==> config.mk <==
export PLATFORM = sky130hd
export DESIGN_NAME = common_cross_arbiter4_rr
export DESIGN_NICKNAME = d
export VERILOG_FILES = /design/src/rtl/common_cross_arbiter4_rr_pkg.sv /design/src/rtl/common_arbiter4_rr_grant.sv /design/src/rtl/common_cross_arbiter4_rr.sv
export SDC_FILE = /design/constraint.sdc
export NUM_CORES = 1
export LEC_CHECK = 0
export ABC_AREA = 1
export CORE_ASPECT_RATIO = 1.1
export CORE_MARGIN = 5
export CORE_UTILIZATION = 46
export DETAILED_ROUTE_END_ITERATION = 8
export PLACE_DENSITY_LB_ADDON = 0.05
export REMOVE_ABC_BUFFERS = 1
export SYNTH_ARGS = -nofsm -noshare
export SYNTH_HDL_FRONTEND = slang
export SYNTH_SLANG_ARGS = --single-unit
==> constraint.sdc <==
create_clock -name clk -period 2.83 [get_ports clk]
set_input_delay 0.566 -clock clk [delete_from_list [all_inputs] [get_ports clk]]
set_output_delay 0.566 -clock clk [all_outputs]
set_load 0.005 [all_outputs]
==> src/rtl/common_cross_arbiter4_rr_pkg.sv <==
// Shared constants and types for the 4-port round-robin cross arbiter.
// Also hosts small helpers reused by other round-robin schedulers.
package common_cross_arbiter4_rr_pkg;

    localparam int ARB4_PORTS  = 4;
    localparam int ARB4_PORT_W = 2;

    typedef logic [ARB4_PORT_W-1:0] arb4_port_t;
    typedef logic [ARB4_PORTS-1:0]  arb4_vec_t;

    typedef enum logic {
        ARB_IDLE   = 1'b0,
        ARB_LOCKED = 1'b1
    } arb_state_e;

    function automatic arb4_vec_t arb4_onehot(input arb4_port_t idx);
        arb4_vec_t v;
        v      = '0;
        v[idx] = 1'b1;
        return v;
    endfunction

endpackage

==> src/rtl/common_arbiter4_rr_grant.sv <==
// Combinational 4-way round-robin grant: first request after ptr wins.
// Scans ptr+1, ptr+2, ptr+3, ptr (mod 4).
module common_arbiter4_rr_grant
    import common_cross_arbiter4_rr_pkg::*;
(
    input  arb4_vec_t  req,
    input  arb4_port_t ptr,
    output arb4_vec_t  gnt,
    output arb4_port_t gnt_idx,
    output logic       any_grant
);

    always_comb begin : scan
        arb4_port_t cand;
        gnt       = '0;
        gnt_idx   = '0;
        any_grant = 1'b0;
        cand      = '0;
        for (int i = 1; i <= ARB4_PORTS; i++) begin
            // 2-bit add wraps naturally, so i=4 lands back on ptr
            cand = ptr + arb4_port_t'(i);
            if (!any_grant && req[cand]) begin
                any_grant = 1'b1;
                gnt_idx   = cand;
            end
        end
        if (any_grant) begin
            gnt = arb4_onehot(gnt_idx);
        end
    end

endmodule

==> src/rtl/common_cross_arbiter4_rr.sv <==
// Registered 4-to-1 round-robin cross arbiter with multi-beat packet lock.
// One-entry output register; drains and reloads in the same cycle.
module common_cross_arbiter4_rr
    import common_cross_arbiter4_rr_pkg::*;
#(
    parameter int BUFFER_WIDTH = 1
)
(
    input  logic                    clk,
    input  logic                    reset,
    input  logic [BUFFER_WIDTH-1:0] prev0_i_data,
    input  logic                    prev0_i_last,
    input  logic                    prev0_i_valid,
    output logic                    prev0_o_ready,
    input  logic [BUFFER_WIDTH-1:0] prev1_i_data,
    input  logic                    prev1_i_last,
    input  logic                    prev1_i_valid,
    output logic                    prev1_o_ready,
    input  logic [BUFFER_WIDTH-1:0] prev2_i_data,
    input  logic                    prev2_i_last,
    input  logic                    prev2_i_valid,
    output logic                    prev2_o_ready,
    input  logic [BUFFER_WIDTH-1:0] prev3_i_data,
    input  logic                    prev3_i_last,
    input  logic                    prev3_i_valid,
    output logic                    prev3_o_ready,
    output logic [BUFFER_WIDTH-1:0] next_o_data,
    output logic                    next_o_last,
    output arb4_port_t              next_o_port,
    output logic                    next_o_valid,
    input  logic                    next_i_ready
);

    logic [BUFFER_WIDTH-1:0] in_data [ARB4_PORTS];
    arb4_vec_t               in_valid;
    arb4_vec_t               in_last;

    assign in_data[0] = prev0_i_data;
    assign in_data[1] = prev1_i_data;
    assign in_data[2] = prev2_i_data;
    assign in_data[3] = prev3_i_data;

    assign in_valid = {prev3_i_valid, prev2_i_valid,
                       prev1_i_valid, prev0_i_valid};
    assign in_last  = {prev3_i_last, prev2_i_last,
                       prev1_i_last, prev0_i_last};

    arb_state_e state_q, state_d;
    arb4_port_t ptr_q, ptr_d;
    arb4_port_t lock_q, lock_d;

    logic                    full_q;
    logic [BUFFER_WIDTH-1:0] data_q;
    logic                    last_q;
    arb4_port_t              port_q;

    logic       can_load;
    arb4_vec_t  req;
    arb4_vec_t  gnt;
    arb4_port_t gnt_idx;
    logic       any_grant;
    logic       accept;
    logic       sel_last;
    arb4_vec_t  ready_vec;

    assign can_load = ~full_q | next_i_ready;

    // While locked only the owner of the open packet may request
    assign req = (state_q == ARB_LOCKED)
               ? (in_valid & arb4_onehot(lock_q))
               : in_valid;

    common_arbiter4_rr_grant u_grant (
        .req       (req),
        .ptr       (ptr_q),
        .gnt       (gnt),
        .gnt_idx   (gnt_idx),
        .any_grant (any_grant)
    );

    assign accept    = any_grant & can_load & reset;
    assign ready_vec = gnt & {ARB4_PORTS{can_load & reset}};
    assign sel_last  = in_last[gnt_idx];

    assign prev0_o_ready = ready_vec[0];
    assign prev1_o_ready = ready_vec[1];
    assign prev2_o_ready = ready_vec[2];
    assign prev3_o_ready = ready_vec[3];

    always_comb begin
        state_d = state_q;
        ptr_d   = ptr_q;
        lock_d  = lock_q;
        if (accept) begin
            ptr_d = gnt_idx;
            unique case (state_q)
                ARB_IDLE: begin
                    if (!sel_last) begin
                        state_d = ARB_LOCKED;
                        lock_d  = gnt_idx;
                    end
                end
                ARB_LOCKED: begin
                    if (sel_last) begin
                        state_d = ARB_IDLE;
                    end
                end
                default: state_d = ARB_IDLE;
            endcase
        end
    end

    always_ff @(posedge clk or negedge reset) begin
        if (!reset) begin
            state_q <= ARB_IDLE;
            ptr_q   <= arb4_port_t'(ARB4_PORTS - 1);
            lock_q  <= '0;
        end else begin
            state_q <= state_d;
            ptr_q   <= ptr_d;
            lock_q  <= lock_d;
        end
    end

    always_ff @(posedge clk or negedge reset) begin
        if (!reset) begin
            full_q <= 1'b0;
            data_q <= '0;
            last_q <= 1'b0;
            port_q <= '0;
        end else if (accept) begin
            full_q <= 1'b1;
            data_q <= in_data[gnt_idx];
            last_q <= sel_last;
            port_q <= gnt_idx;
        end else if (next_i_ready) begin
            full_q <= 1'b0;
        end
    end

    assign next_o_valid = full_q;
    assign next_o_data  = data_q;
    assign next_o_last  = last_q;
    assign next_o_port  = port_q;

endmodule
## Yosys cells after proc, flatten, opt, wreduce, memory -nomap -nowiden

Index checks and enable logic that the tools add are counted.

- Input port bits: 15
- Flip-flop bits (word level): 10
- Output and inout port bits: 9
- Logic and storage cells: 69

- Muxes and demuxes: 30
- Magnitude comparators: 9
- Bitwise gates (word level): 10
- Add/subtract/negate cells: 3
- Reductions and logical operators: 10

Operators by type and width:

| cell | number |
|---|---|
| 2-bit by 3-bit < comparator with 1-bit output (second input constant) | 6 |
| 1-bit two-way mux | 16 |
| 1-bit binary-select mux with 2-bit select | 6 |
| 4-bit AND | 2 |
| 2-bit two-way mux | 4 |
| 4-bit two-way mux | 2 |
| 1-bit logical AND | 5 |
| 2-bit adder (second input constant) | 2 |
| 1-bit demux with 2-bit select | 2 |
| 2-bit by 1-bit >= comparator with 1-bit output (second input constant) | 2 |
| 1-bit AND | 3 |
| 3-bit >= comparator (second input constant) | 1 |
| 1-bit logical NOT | 3 |
| 1-bit inverter | 3 |
| 2-bit inverter with 3-bit output | 1 |
| 3-bit AND reduction | 1 |
| 2-bit by 1-bit adder with 2-bit output (second input constant) | 1 |
| 2-bit nonzero test | 1 |
| 1-bit bitwise OR | 1 |

## Depth between registers and ports, before layout

Gate-level depths: netlist of the first run.

- Depth in word-level cells: 24
- Gate-level depth with buffers: 18
- Gate-level depth less buffers: 18

## Modules after synthesis

From an unflattened synthesis of the first run, not the netlist that was laid out.

- Cell total of the unflattened synthesis: 135
- Area, all modules: 893.4 µm²

Modules (own cells, without submodules):

| module | cells an instance | times used | area an instance (µm²) | sequential area each (µm²) |
|---|---|---|---|---|
| common_cross_arbiter4_rr | 74 | 1 | 565.5 | 252.7 |
| common_arbiter4_rr_grant | 61 | 1 | 327.8 | 0.0 |

## Worst setup path before layout of the first run

OpenSTA, ideal clock, no wires.

- Path type: flip-flop to output port
- Start point: register ptr_q[0]
- End point: output port prev0_o_ready
- Data arrival time: 1645 ps
- Path slack: 619 ps
- Stages on the path, launching flop included: 11
- Cells stage by stage: dfstp_2 inv_2 nand3_1 nand2_2 nand2_2 nand2_2 a21oi_2 nand3_1 a21oi_4 inv_2 nor3_1

- Word-level cells in the longest chain between the ends: 19
- Elaborated cells on any way between the ends: 32
- Classes of those cells: 3 x add/sub; 2 x order compare; 19 x mux; 1 x bitwise; 7 x reduce/logical

Ends and longest elaborated chain:

| item | RTL line | text |
|---|---|---|
| start: declaration | common_cross_arbiter4_rr.sv:49 | `arb4_port_t ptr_q, ptr_d;` |
| start signal: assignment | common_cross_arbiter4_rr.sv:116 | `ptr_q <= arb4_port_t'(ARB4_PORTS - 1);` |
| start signal: assignment | common_cross_arbiter4_rr.sv:120 | `ptr_q <= ptr_d;` |
| 2-bit by 1-bit adder with 2-bit output | common_arbiter4_rr_grant.sv:21 | `cand = ptr + arb4_port_t'(i);` |
| 1-bit binary-select mux with 2-bit select | common_arbiter4_rr_grant.sv:22 | `if (!any_grant && req[cand]) begin` |
| 1-bit two-way mux (implied by the code) | common_arbiter4_rr_grant.sv:22 |  |
| 1-bit two-way mux | common_arbiter4_rr_grant.sv:22 |  |
| 1-bit logical NOT | common_arbiter4_rr_grant.sv:22 |  |
| 1-bit logical AND | common_arbiter4_rr_grant.sv:22 |  |
| 1-bit two-way mux | common_arbiter4_rr_grant.sv:22 |  |
| 1-bit logical NOT | common_arbiter4_rr_grant.sv:22 |  |
| (+3 left out) | n/a |  |
| 1-bit logical AND | common_arbiter4_rr_grant.sv:22 |  |
| 2-bit two-way mux | common_arbiter4_rr_grant.sv:22 |  |
| 2-bit by 3-bit < comparator with 1-bit output (implied by the code) / 2-bit by 1-bit >= comparator with 1-bit output (equally long branches) | common_cross_arbiter4_rr_pkg.sv:19 | `v[idx] = 1'b1;` |
| 1-bit logical AND (implied by the code) | common_cross_arbiter4_rr_pkg.sv:19 |  |
| 1-bit two-way mux (implied by the code) | common_cross_arbiter4_rr_pkg.sv:19 |  |
| 1-bit demux with 2-bit select | n/a |  |
| 4-bit two-way mux * | common_arbiter4_rr_grant.sv:27 | `if (any_grant) begin` |
| 4-bit AND * | common_cross_arbiter4_rr.sv:82 | `assign ready_vec = gnt & {ARB4_PORTS{can_load & reset}};` |
| end: declaration | common_cross_arbiter4_rr.sv:14 | `output logic prev0_o_ready,` |

Mark *: on every way between the ends. The rest lies on a longest branch, timed or not. The select of a mux whose other input is x is not followed.

## Worst setup path after layout of the first run

- Start point: register ptr_q[0]
- End point: output port prev3_o_ready

- Word-level cells in the longest chain between the ends: 19
- Elaborated cells on any way between the ends: 32
- Classes of those cells: 3 x add/sub; 2 x order compare; 19 x mux; 1 x bitwise; 7 x reduce/logical

Ends and longest elaborated chain:

| item | RTL line | text |
|---|---|---|
| 2-bit by 1-bit adder with 2-bit output | common_arbiter4_rr_grant.sv:21 |  |
| 1-bit binary-select mux with 2-bit select | common_arbiter4_rr_grant.sv:22 |  |
| 1-bit two-way mux (implied by the code) | common_arbiter4_rr_grant.sv:22 |  |
| 1-bit two-way mux | common_arbiter4_rr_grant.sv:22 |  |
| 1-bit logical NOT | common_arbiter4_rr_grant.sv:22 |  |
| 1-bit logical AND | common_arbiter4_rr_grant.sv:22 |  |
| 1-bit two-way mux | common_arbiter4_rr_grant.sv:22 |  |
| 1-bit logical NOT | common_arbiter4_rr_grant.sv:22 |  |
| (+3 left out) | n/a |  |
| 1-bit logical AND | common_arbiter4_rr_grant.sv:22 |  |
| 2-bit two-way mux | common_arbiter4_rr_grant.sv:22 |  |
| 2-bit by 3-bit < comparator with 1-bit output (implied by the code) / 2-bit by 1-bit >= comparator with 1-bit output (equally long branches) | common_cross_arbiter4_rr_pkg.sv:19 |  |
| 1-bit logical AND (implied by the code) | common_cross_arbiter4_rr_pkg.sv:19 |  |
| 1-bit two-way mux (implied by the code) | common_cross_arbiter4_rr_pkg.sv:19 |  |
| 1-bit demux with 2-bit select | n/a |  |
| 4-bit two-way mux * | common_arbiter4_rr_grant.sv:27 |  |
| 4-bit AND * | common_cross_arbiter4_rr.sv:82 |  |
| end: declaration | common_cross_arbiter4_rr.sv:26 | `output logic prev3_o_ready,` |

Marked as above.

==> out/qor.csv, run 1 <==
stage;metric;value;unit
outcome;outcome;completed;
timing;min_period;2.765;ns
hold_path;min_from;next_o_port[1]$_DFFE_PN0P_;
hold_path;min_path_type;flop to flop;
timing;worst_pin_slew;0.2688;ns
placed_design;dp.cells;176;
worst_setup_path;crit_arrival;2.20;ns
synthesis;synth_edf_count;0;
worst_setup_path;critPathBufInv;3;
die;pin_count;24;
worst_setup_path;ff2ff_setup_slack;0.62;ns
cells_and_area;regArea;252.7;um^2
die;fp-row-count;16;
worst_setup_path;r2r_cells;16;
routing;drt_first_pass_iters;4;
placed_design;globalplace.congestion;0.9188;
power;irDropWorstVdd;0.9902;mV
cells_and_area;final_area;0.001304;mm^2
clocking;cts_inserted_buffers;3;
cells_and_area;final_common_cell;nand2_1;
worst_setup_path;worstSetupPathType;flop to output pin;
die;initial_core_util;46.84;%
power;leakage;0.6932;nW
synthesis;yosysTopAreaCell;dfrtp_1;
worst_setup_path;cpLargestDelayFamily;flip-flops;
synthesis;syn-cell-area;815.8;um^2
placed_design;place_hpwl;1767;um
placed_design;pre_cts_slack;-0.4129;ns
synthesis;ys.flop_type;dfrtp_1;
global_routing;antenna_found_initial;0;
cells_and_area;final_cell_count_no_fill;183;
timing;finalHoldViolations;0;
timing;finClkSkew;0.005894;ns
synthesis;avgSynthCellArea;6.742;um^2
die;die_h;54.17;um
synthesis;netlist_top_cells_area;dfrtp_1, nand2_1, nand3_1, nand2_2, dfstp_2;
global_routing;grt_max_degree;11;
clocking;cts.sinks;10;
routing;wl;2328;um
routing;viasPerCell;5.164;
timing;holdWs;0.4876;ns
routing;route.detailed.drc;0;
hold_path;hold_path_depth;2;
cells_and_area;multi_input_area;598.1;um^2
synthesis;syn_inst;121;
placed_design;io_buffers;23;
routing;dr.first_iter.drc_count;21;
clocking;clk_latency;0.26;ns
global_routing;grt-ovfl-total;0;
clocking;cts.clk_slew.worst_paths;0.07;ns
cells_and_area;drive_gt1_share;41.82;%
clocking;cts_buffer_depth;2;
worst_setup_path;worstPathRequired;2.26;ns
worst_setup_path;worstReg2RegEnd;next_o_last$_DFFE_PN0P_;
power;p_per_area;1519;mW/mm^2
worst_setup_path;crit_chain;xnor2_2 > inv_2 > nand2_2 > nand2_2 > a21oi_4 > nand2_1 > nor2_2 > a21oi_4 > buf_4 > nor2_2 > clkdlybuf4s15_2;
worst_setup_path;cp_max_fo;5;
synthesis;ys_warn_count;0;
worst_setup_path;critPathSlowestCell;dfstp_2;
cells_and_area;area_growth;59.82;%
timing;max_freq;0.3617;GHz
synthesis;ys_types;20;
synthesis;yosys_register_bits;10;
routing;drtAntennaViolNets;0;
timing;rsz0062_at_grt;yes;
cells_and_area;fillers;142;
routing;num_vias;945;
run;max_cap_violations;0;
cells_and_area;fin_nets;182;
global_routing;grt_pass1_vias;910;
clocking;cts-root-buf;clkbuf_4;
clocking;cts_tree;built;
worst_setup_path;max_stage_delay;0.61;ns
die;die_x;50.15;um
synthesis;ys_async_sr_fraction;100.0;%
die;core;0.001742;mm^2
global_routing;grt_pass1_wl;3670;um
synthesis;synth_seq_area_share;30.98;%
cells_and_area;layout_common_cells;nand2_1, buf_4, clkdlybuf4s50_1;
cells_and_area;fin_util;74.86;%
timing;relSlewSlack;81.99;%
cells_and_area;insertedDiodeCount;0;
timing;report.final.setup_viol;0;
global_routing;track_usage;17.39;%
routing;post_drt_wl_per_cell;12.72;um
synthesis;synth_top_area_share;24.54;%
timing;final-max-slew-violation-count;0;
timing;final.period_utilization;97.69;%
clocking;holdBufCountCts;0;
timing;finalWorstSetupSlack;0.06527;ns
worst_setup_path;end_kind;output pin;
placed_design;place_area;0.001174;mm^2
worst_setup_path;cp-start-kind;flop;
worst_setup_path;r2r_start;ptr_q[0]$_DFFE_PN1P_;
die;dieArea;0.002716;mm^2
clocking;htreeDepth;1;
hold_path;hold_end;next_o_port[1]$_DFFE_PN0P_;
[where the power goes]
part | switching [W] | leakage [nW] | total [W] | internal [W]
registers | 0.0000734 | 0.121 | 0.000297 | 0.000224
logic | 0.000881 | 0.559 | 0.00159 | 0.000705
clock network | 0.0000485 | 0.0138 | 0.0000976 | 0.0000491
total | 0.00100 | 0.693 | 0.00198 | 0.000978
[worst register-to-register path: stages (launching register included)]
cell	delay, ns
dfstp_2	0.61
xnor2_2	0.18
inv_2	0.10
nand2_2	0.09
nand2_2	0.08
inv_2	0.07
nand4_1	0.10
buf_4	0.16
nand2_2	0.08
nand2_4	0.07
buf_4	0.16
nand2_2	0.06
nand2_2	0.05
nand2_2	0.09
nand2_2	0.08
nand2_1	0.06
nand2_1	0.05
[Yosys cell counts (2+ instances only)]
library cell / n
nand2_1: 49
nand3_1: 18
nand2_2: 10
dfrtp_1: 8
inv_1: 6
nor2_1: 6
inv_2: 4
nand2_4: 3
nand4_1: 3
dfstp_2: 2
nand3_2: 2
o21ai_2: 2
[per-stage QoR]
step	setup TNS [ns]	total power (W)
2_1_floorplan	0	0.001175
3_3_place_gp	-1.475	0.001719
3_5_place_dp	-1.460	0.001746
4_1_cts	-0.002179	0.001876
5_1_grt	-0.06586	0.002183
6_report	0	0.001981
[worst max-delay path by stage]
| stage | startpoint | to | slack (ns) | cells after the start |
|---|---|---|---|---|
| CTS | prev1_i_valid | prev3_o_ready | -0.002 | 13 |
| floorplan | ptr_q[0]$_DFFE_PN1P_ | prev0_o_ready | 0.62 | 10 |
| global placement | prev1_i_valid | prev1_o_ready | -0.42 | 13 |
| detailed placement | prev0_i_valid | prev3_o_ready | -0.41 | 13 |
| finish | ptr_q[0]$_DFFE_PN1P_ | prev3_o_ready | 0.07 | 11 |
| global route | ptr_q[0]$_DFFE_PN1P_ | prev3_o_ready | -0.03 | 11 |
[routing by layer]
layer | global-route usage, % | share of wire, %
met3 | 3.878 | 4.2
met1 | 19.43 | 42
met4 | 4.367 | 0.52
met2 | 33.05 | 53
met5 | 0 | 0
[flip-flops by register name, indices dropped and copies added, names as in the netlist]
signal        flops
ptr_q             2
next_o_last       1
lock_q            2
next_o_valid      1
state_q           1
next_o_data       1
next_o_port       2
[timing repair]
action | 4_1_cts | 5_1_grt
cloned | 0 | 0
resized for setup | 17 | 18
buffers inserted | 0 | 4
endpoints found under the setup margin | 4 | 4
pin swaps | 1 | 2
[cell type report]
| class | count | area share, % |
|---|---|---|
| Sequential cell | 10 | 19.39 |
| Multi-Input combinational cell | 101 | 45.87 |
| Timing Repair Buffer | 41 | 28.21 |
| Tap cell | 18 | 1.727 |
| Inverter | 10 | 3.071 |
| Clock buffer | 3 | 1.727 |
[cell families after synthesis]
group	Yosys count	share of synthesized area, %
AOI/OAI and AO/OA	6	6.442
xor gates and xnor gates	1	1.994
buffers and inverters	10	4.600
DFF	10	30.98
and+or+nand+nor	94	55.98
Power figures use the tool's default switching activity.
==> inputs of run 2 (changes only) <==
Settings changed: CELL_PAD_IN_SITES_DETAIL_PLACEMENT set to 0, CELL_PAD_IN_SITES_GLOBAL_PLACEMENT set to 1, CORE_UTILIZATION 46 to 32, MAX_ROUTING_LAYER set to met4.
==> run 2 against run 1 <==
Effect of this change:
- setup slack better by 0.074 ns
- via count rose by 0.42%
- fmax increased by 2.7%
- non-clock buffer count is 3 higher
- clock skew up 0.0045 ns
==> out/qor.csv, run 2 (synthesis gave the netlist of run 1 again) <==
stage;metric;value;unit
clocking;cts.sinks;10;
die;dieArea;0.003660;mm^2
cells_and_area;final_common_cell;nand2_1;
worst_setup_path;crit_arrival;2.12;ns
routing;wl;2364;um
routing;post_drt_wl_per_cell;11.82;um
cells_and_area;area_growth;68.41;%
worst_setup_path;cp_max_fo;4;
clocking;holdBufCountCts;0;
cells_and_area;insertedDiodeCount;0;
timing;finClkSkew;0.01042;ns
worst_setup_path;max_stage_delay;0.58;ns
outcome;outcome;completed;
power;p_comb_share;80.7;%
routing;drt_first_pass_iters;4;
worst_setup_path;crit_path_frequent_cell;nand2_2;
die;core;0.002472;mm^2
clocking;cts_tree;built;
worst_setup_path;crit_chain;buf_12 > buf_6 > nand3_2 > nand2_2 > nand2_2 > nand2_2 > inv_2 > nand4_1 > and2_4 > nand2_4 > inv_4 > nand2_4 > nor2_1 > clkbuf_2;
die;die_x;58.14;um
global_routing;grt_pass1_wl;3884;um
worst_setup_path;critPathBufInv;5;
routing;num_vias;949;
routing;drtAntennaViolNets;0;
die;die_h;62.96;um
die;pin_count;24;
cells_and_area;final_area;0.001374;mm^2
power;p_clk_share;4.9;%
worst_setup_path;end_kind;output pin;
timing;report.final.setup_viol;0;
power;p_total;0.002084;W
cells_and_area;fillers;270;
global_routing;grt_max_degree;11;
clocking;cts-root-buf;clkbuf_4;
global_routing;track_usage;13.98;%
clocking;htreeDepth;1;
clocking;cts.clk_slew.worst_paths;0.06;ns
placed_design;place_area;0.001197;mm^2
placed_design;place_hpwl;1811;um
timing;final-max-slew-violation-count;0;
timing;max_freq;0.3716;GHz
power;irDropWorstVdd;0.8494;mV
power;p_per_area;1517;mW/mm^2
timing;relSlewSlack;88.46;%
die;fp-row-count;19;
timing;finalHoldViolations;0;
worst_setup_path;cpLargestDelayFamily;simple AND/OR/NAND/NOR gates;
hold_path;min_path_type;flop to flop;
clocking;clk_latency;0.26;ns
power;leakage;0.6903;nW
global_routing;grt_pass1_vias;924;
routing;route.detailed.drc;0;
placed_design;globalplace.congestion;0.8504;
die;initial_core_util;33.00;%
timing;worst_pin_slew;0.1731;ns
power;cellInternalPower;0.001043;W
worst_setup_path;worstPathRequired;2.26;ns
routing;viasPerCell;4.745;
timing;final.period_utilization;95.09;%
placed_design;io_buffers;23;
power;pwr-share-seq;14.4;%
cells_and_area;drive_gt1_share;46.75;%
power;switching_power;0.001041;W
cells_and_area;fin_nets;185;
worst_setup_path;cp-start-kind;flop;
run;max_cap_violations;0;
clocking;cts_buffer_depth;2;
routing;dr.first_iter.drc_count;23;
worst_setup_path;critPathSlowestCell;dfstp_2;
timing;min_period;2.691;ns
global_routing;antenna_found_initial;0;
clocking;cts_inserted_buffers;3;
cells_and_area;layout_common_cells;nand2_1, nand2_2, buf_4;
power;sw_frac_of_total;49.95;%
global_routing;grt-ovfl-total;0;
worst_setup_path;worstSetupPathType;flop to output pin;
-- run 2: changes by cell type in the layout (fill, tap and decap cells not counted), sizes merged --
cell           change
clkdlybuf4s15      -2
buf                +5
clkbuf             +1
dlygate4sd2        +3
dlymetal6s2s       -3
-- run 2: path summary, 6_finish.rpt --
| kind | from | endpoint | slack [ns] | cells past startpoint |
|---|---|---|---|---|
| setup / recovery | ptr_q[0]$_DFFE_PN1P_ | prev1_o_ready | 0.14 | 14 |
| hold / removal | next_o_last$_DFFE_PN0P_ | next_o_last$_DFFE_PN0P_ | 0.48 | 2 |
| setup reg to reg | ptr_q[0]$_DFFE_PN1P_ | next_o_last$_DFFE_PN0P_ | 0.58 | 17 |
| hold reg to reg | next_o_last$_DFFE_PN0P_ | next_o_last$_DFFE_PN0P_ | 0.48 | 2 |
| max in group asynchronous | reset | ptr_q[0]$_DFFE_PN1P_ | 1.97 | 2 |
| min in group asynchronous | reset | next_o_port[0]$_DFFE_PN0P_ | 0.63 | 2 |
-- run 2: per-stage QoR --
stage / cells / setup WS (ns) / TNS (ns) / hold WS, ns / utilization (%)
global route: 200 / -0.007339 / -0.01273 / 0.5264 / 55.57
floorplan: 121 / 0.6189 / 0 / 0.2704 / -
CTS: 195 / 0.004205 / 0 / 0.4873 / 51.32
finish: 200 / 0.1390 / 0 / 0.4814 / 55.57
global placement: 190 / -0.4219 / -1.490 / 0.4683 / 48.43
detailed placement: 190 / -0.4055 / -1.397 / 0.4703 / 48.43
-- run 2: power groups by stage --
stage	logic [W]	clock network [W]	registers [W]
global route	0.00185	0.000121	0.000314
global placement	0.00143	0	0.000299
CTS	0.00150	0.000108	0.000300
finish	0.00168	0.000103	0.000300
detailed placement	0.00144	0	0.000299
floorplan	0.000884	0	0.000291
-- run 2: cell type report --
| class | instances | area (um^2) | area share, % |
|---|---|---|---|
| sequential | 10 | 255.2 | 18.58 |
| clock buffer | 4 | 26.28 | 1.913 |
| timing repair buffer | 44 | 386.6 | 28.14 |
| tap | 31 | 38.79 | 2.823 |
| inverter | 10 | 42.54 | 3.097 |
| multi-input combinational | 101 | 624.3 | 45.45 |
-- run 2: metal layers --
layer	wire length, um	part of all wire [%]	vias up	global-route usage, %
li1	-	-	485	-
met1	1067	45	440	16.60
met2	1178	50	18	20.90
met3	67	2.8	6	4.545
met4	51	2.2	0	6.957
met5	0	0	-	-
-- run 2: worst min-delay path, cell delays in order, from the launching register on --
cell     delay, ns
dfrtp_1       0.34
nand2_1       0.05
nand2_1       0.06
-- run 2: repair_timing --
| item | CTS | global route |
|---|---|---|
| setup buffers | 1 | 5 |
| pin swaps | 5 | 13 |
| endpoints found under the setup margin | 4 | 4 |
| cloned | 0 | 0 |
| resized for setup | 23 | 26 |
==> inputs of run 3 (changes only) <==
Settings changed: CORE_ASPECT_RATIO 1.1 to 1.4.
==> run 3 against run 2 <==
Effect of this change:
- combinational power is 4% lower
- utilization up 1.9 points
- highest routed layer unchanged
- wire length is 2.1% higher
- critical path type unchanged
- clock skew fell by 0.0054 ns
- first-iteration DRC count fell by 13%
- via count up 0.74%
- largest cell class unchanged
- sequential cell count is the same
- cell area is 1.1% higher
- hold slack better by 0.0020 ns
- die area rose by 0.36%
==> out/qor.csv, run 3 (synthesis gave the netlist of run 1 again) <==
stage;metric;value;unit
clocking;htreeDepth;1;
power;leakage;0.7176;nW
global_routing;grt_max_degree;11;
global_routing;grt_pass1_vias;969;
global_routing;grt_pass1_wl;3912;um
timing;finalHoldViolations;0;
worst_setup_path;end_kind;output pin;
timing;fin_setup_tns;0;ns
clocking;cts_buffer_depth;2;
power;p_per_area;1488;mW/mm^2
timing;holdWs;0.4834;ns
cells_and_area;drive_gt1_share;43.93;%
worst_setup_path;critPathSlowestCell;dfstp_2;
clocking;cts.sinks;10;
routing;wl;2414;um
global_routing;track_usage;14.29;%
cells_and_area;fin_nets;189;
placed_design;place_area;0.001224;mm^2
power;p_total;0.002067;W
clocking;cts_tree;built;
timing;rsz0062_at_grt;yes;
die;initial_core_util;33.75;%
cells_and_area;insertedDiodeCount;0;
routing;drt_first_pass_iters;4;
timing;final-max-slew-violation-count;0;
cells_and_area;final_area;0.001389;mm^2
routing;dr.first_iter.drc_count;20;
power;irDropWorstVdd;0.8756;mV
cells_and_area;layout_common_cells;nand2_1, buf_4, clkdlybuf4s50_1;
placed_design;pre_cts_slack;-0.3664;ns
timing;max_freq;0.3670;GHz
routing;drtAntennaViolNets;0;
routing;post_drt_wl_per_cell;11.66;um
placed_design;globalplace.congestion;0.8896;
placed_design;io_buffers;23;
die;core;0.002417;mm^2
clocking;cts_inserted_buffers;3;
timing;finalWorstSetupSlack;0.1053;ns
placed_design;place_hpwl;1899;um
routing;num_vias;956;
hold_path;min_path_type;flop to flop;
timing;worst_pin_slew;0.2412;ns
worst_setup_path;crit_arrival;2.16;ns
clocking;clk_latency;0.27;ns
die;die_x;52.67;um
cells_and_area;area_growth;70.25;%
worst_setup_path;crit_chain;buf_6 > nand3_1 > buf_4 > nand3_1 > nand2_1 > nand4_1 > buf_4 > nand2_2 > nand2_4 > nand2_2 > nor2_2 > buf_2;
routing;route.detailed.drc;0;
clocking;cts-root-buf;clkbuf_4;
worst_setup_path;cp-start-kind;flop;
worst_setup_path;worstPathRequired;2.26;ns
worst_setup_path;worstSetupPathType;flop to output pin;
timing;report.final.setup_viol;0;
run;max_cap_violations;0;
timing;finClkSkew;0.005034;ns
cells_and_area;final_common_cell;nand2_1;
global_routing;grt-ovfl-total;0;
worst_setup_path;cp_max_fo;5;
clocking;cts.clk_slew.worst_paths;0.07;ns
clocking;holdBufCountCts;0;
timing;final.period_utilization;96.28;%
die;pin_count;24;
die;die_h;69.74;um
outcome;outcome;completed;
worst_setup_path;max_stage_delay;0.66;ns
global_routing;antenna_found_initial;0;
timing;min_period;2.725;ns
timing;relSlewSlack;83.92;%
die;dieArea;0.003673;mm^2
routing;viasPerCell;4.618;
die;fp-row-count;21;
[run 3: cell types whose count changed in the layout (fill, tap and decap cells not counted), moves of 2 or more]
| cell | change |
|---|---|
| buf_4 | +6 |
| nand2_2 | -6 |
| nand2_1 | +5 |
| dfrtp_1 | +2 |
| dfrtp_2 | -2 |
| dlygate4sd2_1 | -2 |
[run 3: worst paths after layout]
kind                                              start                 endpoint  slack, ns  cells after the start
max in group asynchronous                         reset     ptr_q[1]$_DFFE_PN1P_       1.97                      2
worst min-delay path            next_o_data$_DFFE_PN0P_  next_o_data$_DFFE_PN0P_       0.48                      2
worst max register to register     ptr_q[0]$_DFFE_PN1P_    lock_q[0]$_DFFE_PN0P_       0.59                     14
worst max-delay path               ptr_q[0]$_DFFE_PN1P_            prev3_o_ready       0.11                     12
min in group asynchronous                         reset  next_o_data$_DFFE_PN0P_       0.63                      2
worst min register to register  next_o_data$_DFFE_PN0P_  next_o_data$_DFFE_PN0P_       0.48                      2
[run 3: what timing repair did]
item                                    4_1_cts  5_1_grt
gates cloned                                  0        0
endpoints found under the setup margin        4        4
pin swaps                                     0       10
resized for setup                            16       24
setup buffers                                 0        7
[run 3: area by class of cell]
type                    instances  area [um^2]
clock buffers                   4        36.28
inverters                      10        42.54
repair buffers                 48        405.4
flip-flops and latches         10        252.7
multi-input cells             101        609.3
fillers                       247         1028
well taps                      34        42.54
[run 3: metrics by stage]
step           instances  util [%]
2_1_floorplan        121         -
3_3_place_gp         196     50.62
3_5_place_dp         196     50.62
4_1_cts              200     53.05
5_1_grt              207     57.45
6_report             207     57.45
[run 3: power by group]
part / internal [W] / switching, W / leakage (nW) / total (W)
Combinational: 0.000755 / 0.000869 / 0.576 / 0.00162
Sequential: 0.000224 / 0.0000863 / 0.121 / 0.000310
Clock: 0.0000782 / 0.0000545 / 0.0210 / 0.000133
[run 3: layer usage]
layer / vias up / wire length (um) / part of all wire [%] / track usage [%]
met4: 0 / 63 / 2.6 / 7.955
met5: - / 0 / 0 / -
li1: 493 / - / - / -
met3: 8 / 74 / 3.1 / 3.011
met1: 435 / 995 / 41 / 15.62
met2: 20 / 1280 / 53 / 23.20
[run 3: worst max-delay path, delay by kind of cell (launching register included)]
| kind | cells | cell delay [ns] |
|---|---|---|
| and+or+nand+nor | 8 | 0.69 |
| DFF | 1 | 0.66 |
| buffers and inverters | 4 | 0.53 |
